File: src/rtl/snake_head_stepper.sv
// snake_head_stepper: steps the snake head once per game tick and runs the IDLE/RUN/DEAD control; define SNAKE_WRAP_EN to wrap at walls instead of dying
module snake_head_stepper #(
  parameter int GRID_W   = 32,
  parameter int GRID_H   = 24,
  parameter int XW       = 6,
  parameter int YW       = 5,
  parameter int START_X  = 16,
  parameter int START_Y  = 12,
  parameter int STEP_DIV = 5000000
) (
  input  logic          clk,
  input  logic          rst_n,
  input  logic [7:0]    key,
  input  logic          start,
  input  logic          pause,
  output logic [XW-1:0] head_x,
  output logic [YW-1:0] head_y,
  output logic          head_valid,
  output logic          running,
  output logic          game_over
);
  localparam int CW = $clog2(STEP_DIV);
  typedef enum logic [1:0] {IDLE, RUN, DEAD} state_t;
  state_t state, state_nxt;
  logic [CW-1:0] cnt, cnt_nxt;
  logic [1:0] dx, dy, kx, ky, ex, ey;
  logic kv, step, hit, mv, restart, lo_x, hi_x, lo_y, hi_y;
  logic [XW-1:0] sx, nx;
  logic [YW-1:0] sy, ny;
  // decode the numpad code into per-axis steps: 2'b11 is -1, 2'b01 is +1
  always_comb begin
    kx = 2'b00;
    ky = 2'b00;
    kv = 1'b1;
    case (key)
      8'h38: ky = 2'b11;
      8'h32: ky = 2'b01;
      8'h34: kx = 2'b11;
      8'h36: kx = 2'b01;
      8'h37: begin kx = 2'b11; ky = 2'b11; end
      8'h39: begin kx = 2'b01; ky = 2'b11; end
      8'h31: begin kx = 2'b11; ky = 2'b01; end
      8'h33: begin kx = 2'b01; ky = 2'b01; end
      default: kv = 1'b0;
    endcase
  end
  // candidate head position, wall detection, counter and next state
  always_comb begin
    ex = kv ? kx : dx;
    ey = kv ? ky : dy;
    step = state == RUN && !pause && cnt == CW'(STEP_DIV - 1);
    lo_x = ex == 2'b11 && head_x == '0;
    hi_x = ex == 2'b01 && head_x == XW'(GRID_W - 1);
    lo_y = ey == 2'b11 && head_y == '0;
    hi_y = ey == 2'b01 && head_y == YW'(GRID_H - 1);
    sx = head_x + {{(XW-2){ex[1]}}, ex};
    sy = head_y + {{(YW-2){ey[1]}}, ey};
`ifdef SNAKE_WRAP_EN
    nx = lo_x ? XW'(GRID_W - 1) : hi_x ? '0 : sx;
    ny = lo_y ? YW'(GRID_H - 1) : hi_y ? '0 : sy;
    hit = 1'b0;
`else
    nx = sx;
    ny = sy;
    hit = lo_x | hi_x | lo_y | hi_y;
`endif
    mv = step && !hit;
    restart = state == DEAD && start;
    cnt_nxt = state == IDLE ? '0 : (state == RUN && !pause) ? (step ? '0 : cnt + CW'(1)) : cnt;
    state_nxt = state == IDLE ? (start ? RUN : IDLE) :
                state == RUN  ? (step && hit ? DEAD : RUN) :
                (start ? IDLE : DEAD);
  end
  // state, tick counter, latched direction and registered outputs
  always_ff @(posedge clk or negedge rst_n) begin
    if (!rst_n) begin
      state      <= IDLE;
      cnt        <= '0;
      dx         <= 2'b11;
      dy         <= 2'b00;
      head_x     <= XW'(START_X);
      head_y     <= YW'(START_Y);
      head_valid <= 1'b0;
      running    <= 1'b0;
      game_over  <= 1'b0;
    end else begin
      state      <= state_nxt;
      cnt        <= cnt_nxt;
      head_valid <= mv;
      running    <= state_nxt == RUN;
      game_over  <= state_nxt == DEAD;
      if (step) begin
        dx <= ex;
        dy <= ey;
      end
      if (restart) begin
        head_x <= XW'(START_X);
        head_y <= YW'(START_Y);
      end else if (mv) begin
        head_x <= nx;
        head_y <= ny;
      end
    end
  end
endmodule

File: config.mk
export PLATFORM = sky130hd
export DESIGN_NAME = snake_head_stepper
export DESIGN_NICKNAME = d
export VERILOG_FILES = /design/src/rtl/snake_head_stepper.sv
export SDC_FILE = /design/constraint.sdc
export NUM_CORES = 1
export LEC_CHECK = 0
export ABC_AREA = 1
export ABC_CLOCK_PERIOD_IN_PS = 4400
export CORE_AREA = 2 2 73 75
export DETAILED_ROUTE_END_ITERATION = 8
export DIE_AREA = 0 0 75 77
export HOLD_SLACK_MARGIN = 0.05
export PLACE_DENSITY = 0.84
export SYNTH_ARGS = -nofsm -noshare
export SYNTH_HDL_FRONTEND = slang
export SYNTH_SLANG_ARGS = --single-unit
export TNS_END_PERCENT = 20
File: constraint.sdc
create_clock -name clk -period 4.4 [get_ports clk]
set_clock_uncertainty 0.1 [all_clocks]
set_input_delay 0.88 -clock clk [delete_from_list [all_inputs] [get_ports clk]]
set_output_delay 0.88 -clock clk [all_outputs]
set_load 0.005 [all_outputs]
# After elaboration in Yosys (flattened, before gate mapping)

Cells that the tools add are included.

Word-level logic and storage cells: 72
Output and inout bits: 14
Bits in registers: 43
Input port bits: 12

Reduce and logical (&&, ||, !) cells: 21
Bitwise logic cells: 3
Add/subtract/negate cells: 3
Equality and inequality tests: 19
Multiplexer cells: 17

Operators by type and width:

| kind                                                | count |
|---|---|
| 2-to-1 mux 23 bit                                   | 3 |
| equality test 8 x 6 -> 1 bit, second input constant | 8 |
| adder 23 x 1 -> 23 bit, second input constant       | 1 |
| equality test 23 bit, second input constant         | 1 |
| 2-to-1 mux 2 bit                                    | 6 |
| 2-to-1 mux 6 bit                                    | 2 |
| OR reduction 3 bit                                  | 4 |
| 2-to-1 mux 5 bit                                    | 2 |
| logical AND 1 bit                                   | 9 |
| equality test 2 x 1 -> 1 bit, second input constant | 4 |
| equality test 2 bit, second input constant          | 4 |
| one-hot mux 2 bit (2 select lines)                  | 2 |
| OR reduction 8 bit                                  | 1 |
| adder 6 bit                                         | 1 |
| equality test 6 x 5 -> 1 bit, second input constant | 1 |
| zero test 6 bit                                     | 1 |
| adder 5 bit                                         | 1 |
| equality test 5 bit, second input constant          | 1 |
| zero test 5 bit                                     | 1 |
| nonzero test 2 bit                                  | 2 |
| bitwise OR 1 bit                                    | 3 |
| zero test 1 bit                                     | 2 |
| zero test 2 bit                                     | 1 |
| 2-to-1 mux 1 bit                                    | 2 |

# Logic depth before layout (Yosys ltp)

Depth after elaboration: 14
Gate-level depth with buffers: 20
Depth with buffers taken out: 20

# Worst setup path after synthesis

No wires, ideal clock.

Path type: input port to flip-flop
Start: in key[5]
End: reg head_y[4]
Setup time: 0.065 ns
Data arrival time: 2.863 ns
Buffers on the path: 0
Slack: 1.372 ns
Stages on the path: 17
Data required time: 4.235 ns
Cell sequence: nand2_1 nor2_4 nand2_2 nand2_2 nor2_4 nand2_4 nor2_2 nor2_4 ha_1 inv_1 fa_1 nor2_1 a211oi_1 xnor3_1 inv_1 nand2_1 nand2_1

Elaborated cells on any way between the ends: 35
Classes of those cells: add/sub: 1; eq/ne: 12; mux: 7; bitwise: 3; reduce/logical: 12

RTL lines:

| item                                                                             | line | source |
|---|---|---|
| start, declared                                                                  | 13   | `input logic [7:0] key,` |
| equality test 8 x 6 -> 1 bit                                                     | 35   | `case (key)` |
| OR reduction 3 bit (no source line) / OR reduction 8 bit (equally long branches) | -    |  |
| one-hot mux 2 bit (2 select lines) / 2-to-1 mux 1 bit (equally long branches)    | 35   |  |
| 2-to-1 mux 2 bit (*)                                                             | 50   | `ey = kv ? ky : dy;` |
| net ey[0]                                                                        | 26   | `logic [1:0] dx, dy, kx, ky, ex, ey;` |
| parallel branches: the longest is 7 deep, another holds adder 5 bit              | -    |  |
| end signal, assigned                                                             | 82   | `head_y <= YW'(START_Y);` |
| end signal, assigned                                                             | 98   | `head_y <= YW'(START_Y);` |
| end signal, assigned                                                             | 101  | `head_y <= ny;` |
| end, declared                                                                    | 17   | `output logic [YW-1:0] head_y,` |

Mark *: on every way through the listed nets, which the timed path passes. The select of a mux whose other input is x is not followed.
A chain may end at the register's enable or synchronous reset.

# Final worst setup path

Start: in key[4]
End: reg head_x[5]

Word-level cells in the longest chain between the ends: 12
Elaborated cells on any way between the ends: 35
Classes of those cells: add/sub: 1; eq/ne: 12; mux: 7; bitwise: 3; reduce/logical: 12

RTL lines:

| item                                                                             | line   | source |
|---|---|---|
| equality test 8 x 6 -> 1 bit                                                     | 35     |  |
| OR reduction 3 bit (no source line) / OR reduction 8 bit (equally long branches) | -      |  |
| one-hot mux 2 bit (2 select lines) / 2-to-1 mux 1 bit (equally long branches)    | 35     |  |
| 2-to-1 mux 2 bit (*)                                                             | 49     | `ex = kv ? kx : dx;` |
| net ex[1]                                                                        | 26     |  |
| equality test 2 bit / equality test 2 x 1 -> 1 bit (equally long branches)       | 52, 53 |  |
| logical AND 1 bit, on equally long branches                                      | 52, 53 |  |
| bitwise OR 1 bit (3 in series)                                                   | 65     | `hit = lo_x \| hi_x \| lo_y \| hi_y;` |
| zero test 1 bit                                                                  | 67     | `mv = step && !hit;` |
| logical AND 1 bit                                                                | 67     |  |
| nonzero test 2 bit (no source line)                                              | -      |  |
| end signal, assigned                                                             | 81     | `head_x <= XW'(START_X);` |
| end signal, assigned                                                             | 97     | `head_x <= XW'(START_X);` |
| end signal, assigned                                                             | 100    | `head_x <= nx;` |
| end, declared                                                                    | 16     | `output logic [XW-1:0] head_x,` |

Mark *: on every way through the listed nets, which the timed path passes. The rest lies on a longest branch. The select of a mux whose other input is x is not followed.

==> impl_metrics.py <==
metrics = {
    "outcome": {
        "status": "complete, no violations",
    },
    "cells_and_area": {
        "antenna_cells": 0,
        "syn_to_final_growth_pct": 12.50,
        "fin_area_mm2": 0.003423,
        "layout-drive-gt1-share": 0.1588,
        "final_nets": 445,
    },
    "cts": {
        "ctsResizeCount": 0,
        "cts-root-buf": "clkbuf_8",
        "cts_tree": "done",
        "cts_htree_levels": 2,
        "post_cts_buffers": 0,
        "ctsHoldBuffers": 0,
        "clock_sinks": 43,
        "clock_latency_ns": 0.30,
        "path_clk_slew_ns": 0.09,
        "cts_buffers": 5,
        "clockBufferDepth": 2,
    },
    "sta": {
        "tightest_slew_ns": 0.9864,
        "setup_viol": 0,
        "final_max_slew_viol_count": 0,
        "maxClockFrequency_mhz": 293.2,
        "maxSlewHeadroom": 0.3424,
        "rsz0062_at_grt": "false",
        "tns_ns": 0,
        "whs_ns": 0.4083,
        "hold_viol": 0,
        "min_period_ns": 3.410,
        "finalCritPeriodShare": 0.7750,
    },
    "floorplanning": {
        "initial_utilization": 0.6114,
        "die-area_mm2": 0.005775,
        "io_pins": 26,
        "placeableCoreArea_mm2": 0.004977,
        "rows": 26,
        "die_w_um": 75,
        "die_h_um": 77,
    },
    "critical_path": {
        "cp.required_ns": 4.50,
        "critPathCaptureType": "register",
        "path_class": "in2reg",
        "cpMostUsedCell": "nand2_1",
        "critPathMaxFanout": 8,
        "crit_path_cell_trace": "clkdlybuf4s50_1, nand2_1, nor2_4, nand2_2, nand2_2, nor2_4, nand2_4, nand2_4, nand2_4, inv_1, ha_1, nand2_1, nand2_1, nand2_1, nand3_1, xor2_1, xnor2_1, nor2_1, nand2_1, nand2_1",
        "cp_slowest_cell": "clkdlybuf4s50_1",
        "crit_path_max_incr_delay_ns": 0.45,
        "worst_setup_path_start_kind": "input port",
        "arrival_ns": 3.51,
    },
    "synthesis": {
        "netlist_instances": 394,
        "yosysWarnings": 0,
        "synth_top_area_frac": 0.3125,
        "syn_avg_cell_area_um2": 7.723,
        "syn_nets": 418,
        "synth_area_leader_cell": "dfrtp_1",
        "seq_area_frac_synth": 0.3557,
        "syn-cell-area_mm2": 0.003043,
        "ys_ff_latch": 43,
        "synthTopCellsByArea": "dfrtp_1, nand2_1, inv_1, dfstp_2, ha_1",
        "yosysUniqueCellTypes": 38,
    },
    "route": {
        "wl_mm": 6.262,
        "viasPerCell": 5.350,
        "top_layer": "met4",
        "met3_length_um": 237,
        "drc": 0,
        "first_iter_violations": 161,
        "ant_nets": 0,
        "met2_length_mm": 3.274,
        "m1WireLength_mm": 2.727,
        "vias": 2632,
        "dr.pass1.iters": 4,
        "routedWlPerCell_um": 12.73,
    },
    "pwr": {
        "leakagePower_uw": 0.001604,
        "p_per_area_mw_per_mm2": 254.1,
        "finalPower_uw": 869.9,
        "vdd_drop_max_mv": 0.1978,
    },
    "placement": {
        "hpwl_mm": 4.817,
        "place_area_mm2": 0.003338,
        "routabilityCongestion": 0.8782,
        "portBuffers": 25,
    },
    "grt": {
        "track_usage": 0.2371,
        "grt-ovfl-total": 0,
        "grt_first_pass_wirelength_mm": 10.81,
        "grt_pass1_vias": 2574,
        "antenna_found_initial": 0,
        "grt_max_degree": 44,
    },
    "worst_hold_path": {
        "hp-class": "reg2reg",
    },
    "run": {
        "max_cap_viol_count": 0,
    },
}
[placed cells by master (no fill, tap or decap), types with 2 or more instances in the layout]
cell type        instances
clkbuf_8                 5
nand2_1                 90
a21oi_1                  6
nor3_2                   3
nand3_4                  2
nor4_1                   3
nand2_2                 14
o21ai_1                  3
nor3_1                   7
ha_1                    10
clkdlybuf4s50_1         24
inv_1                   56
nor2_4                   5
dfstp_2                  5
inv_2                    8
nand3_2                 11
nor2_1                  30
nand2_4                  3
o21ai_0                 22
fa_1                     2
nor2_2                   5
xor2_1                  14
o22ai_1                  7
dfrtp_1                 38
nand3_1                 24
nand4_1                 10
[flip-flops by register name, indices dropped and copies added (netlist names)]
| name | count |
|---|---|
| cnt | 23 |
| head_x | 6 |
| head_y | 5 |
| dx | 2 |
| dy | 2 |
| state | 2 |
| game_over | 1 |
| head_valid | 1 |
| running | 1 |
[critical path: cells and delay by family]
kind	cells	cell delay, ns
buffers and inverters	2	0.56
XOR/XNOR	2	0.35
adder cells (fa/ha/maj)	1	0.39
AND/OR/NAND/NOR	15	1.35
[layer usage]
layer | vias up | GRT usage
met4 | 0 | 0.03571
met5 | - | 0
met2 | 60 | 0.4289
met1 | 1243 | 0.2897
met3 | 2 | 0.04731
li1 | 1327 | -
[logic make-up after synthesis]
kind of cell | after synthesis | synth area share
AOI/OAI and AO/OA | 43 | 0.07813
xor gates and xnor gates | 16 | 0.05058
adders and majority gates | 12 | 0.05428
buffers and inverters | 69 | 0.09128
DFF | 43 | 0.3557
and+or+nand+nor | 211 | 0.3701
[worst paths after layout]
check | start | endpoint | slack (ns) | cells after the start
max | key[4] | head_x[5] | 0.99 | 20
min | head_x[4] | head_x[4] | 0.41 | 2
max reg2reg | dx[1] | head_x[5] | 2.15 | 14
min reg2reg | head_x[4] | head_x[4] | 0.41 | 2
max in group asynchronous | rst_n | head_y[0] | 2.95 | 1
min in group asynchronous | rst_n | cnt[12] | 0.64 | 1
[power breakdown]
part | switching, µW | internal [µW] | total (µW) | leakage [µW]
combinational | 99.3 | 61.6 | 161 | 0.000994
sequential | 28.0 | 429 | 457 | 0.000569
clock | 141 | 111 | 252 | 0.0000412
total | 268 | 602 | 870 | 0.00160
[area by class of cell]
| class | count | area, µm² |
|---|---|---|
| Fill cell | 405 | 1554 |
| Clock buffer | 6 | 72.57 |
| Clock inverter | 2 | 12.51 |
| Timing Repair Buffer | 25 | 245.2 |
| Multi-Input combinational cell | 282 | 1683 |
| Tap cell | 70 | 87.58 |
| Inverter | 64 | 240.2 |
| Sequential cell | 43 | 1082 |
[synth_stat cells]
cell type	n
fa_1	2
a31o_2	1
buf_4	1
nand4_4	1
nand2_4	3
nor4_1	3
dfstp_2	5
xnor3_1	1
inv_1	56
o211ai_1	1
nor3_1	7
o32ai_1	1
nand3_2	11
nand4_1	10
o21ai_0	22
nor2_8	1
inv_2	8
nand3_1	24
nand3b_1	1
nor2_1	30
o21ai_1	3
a31oi_1	1
xor2_1	14
a211oi_1	1
buf_2	3
ha_1	10
xnor2_1	1
o22ai_1	7
a21oi_1	6
nor2_2	5
or2_1	1
nand2_2	14
nand2_1	90
nand3_4	2
nor3_2	3
buf_8	1
nor2_4	5
dfrtp_1	38
[stage by stage]
stage	setup slack, ns	instances	utilization
floorplan	1.372	394	-
global placement	0.7385	484	0.6707
detailed placement	0.6846	484	0.6707
CTS	0.9951	492	0.6878
global route	0.7783	492	0.6878
finish	0.9899	492	0.6878
Note: power is estimated with default switching activity, not from simulation.
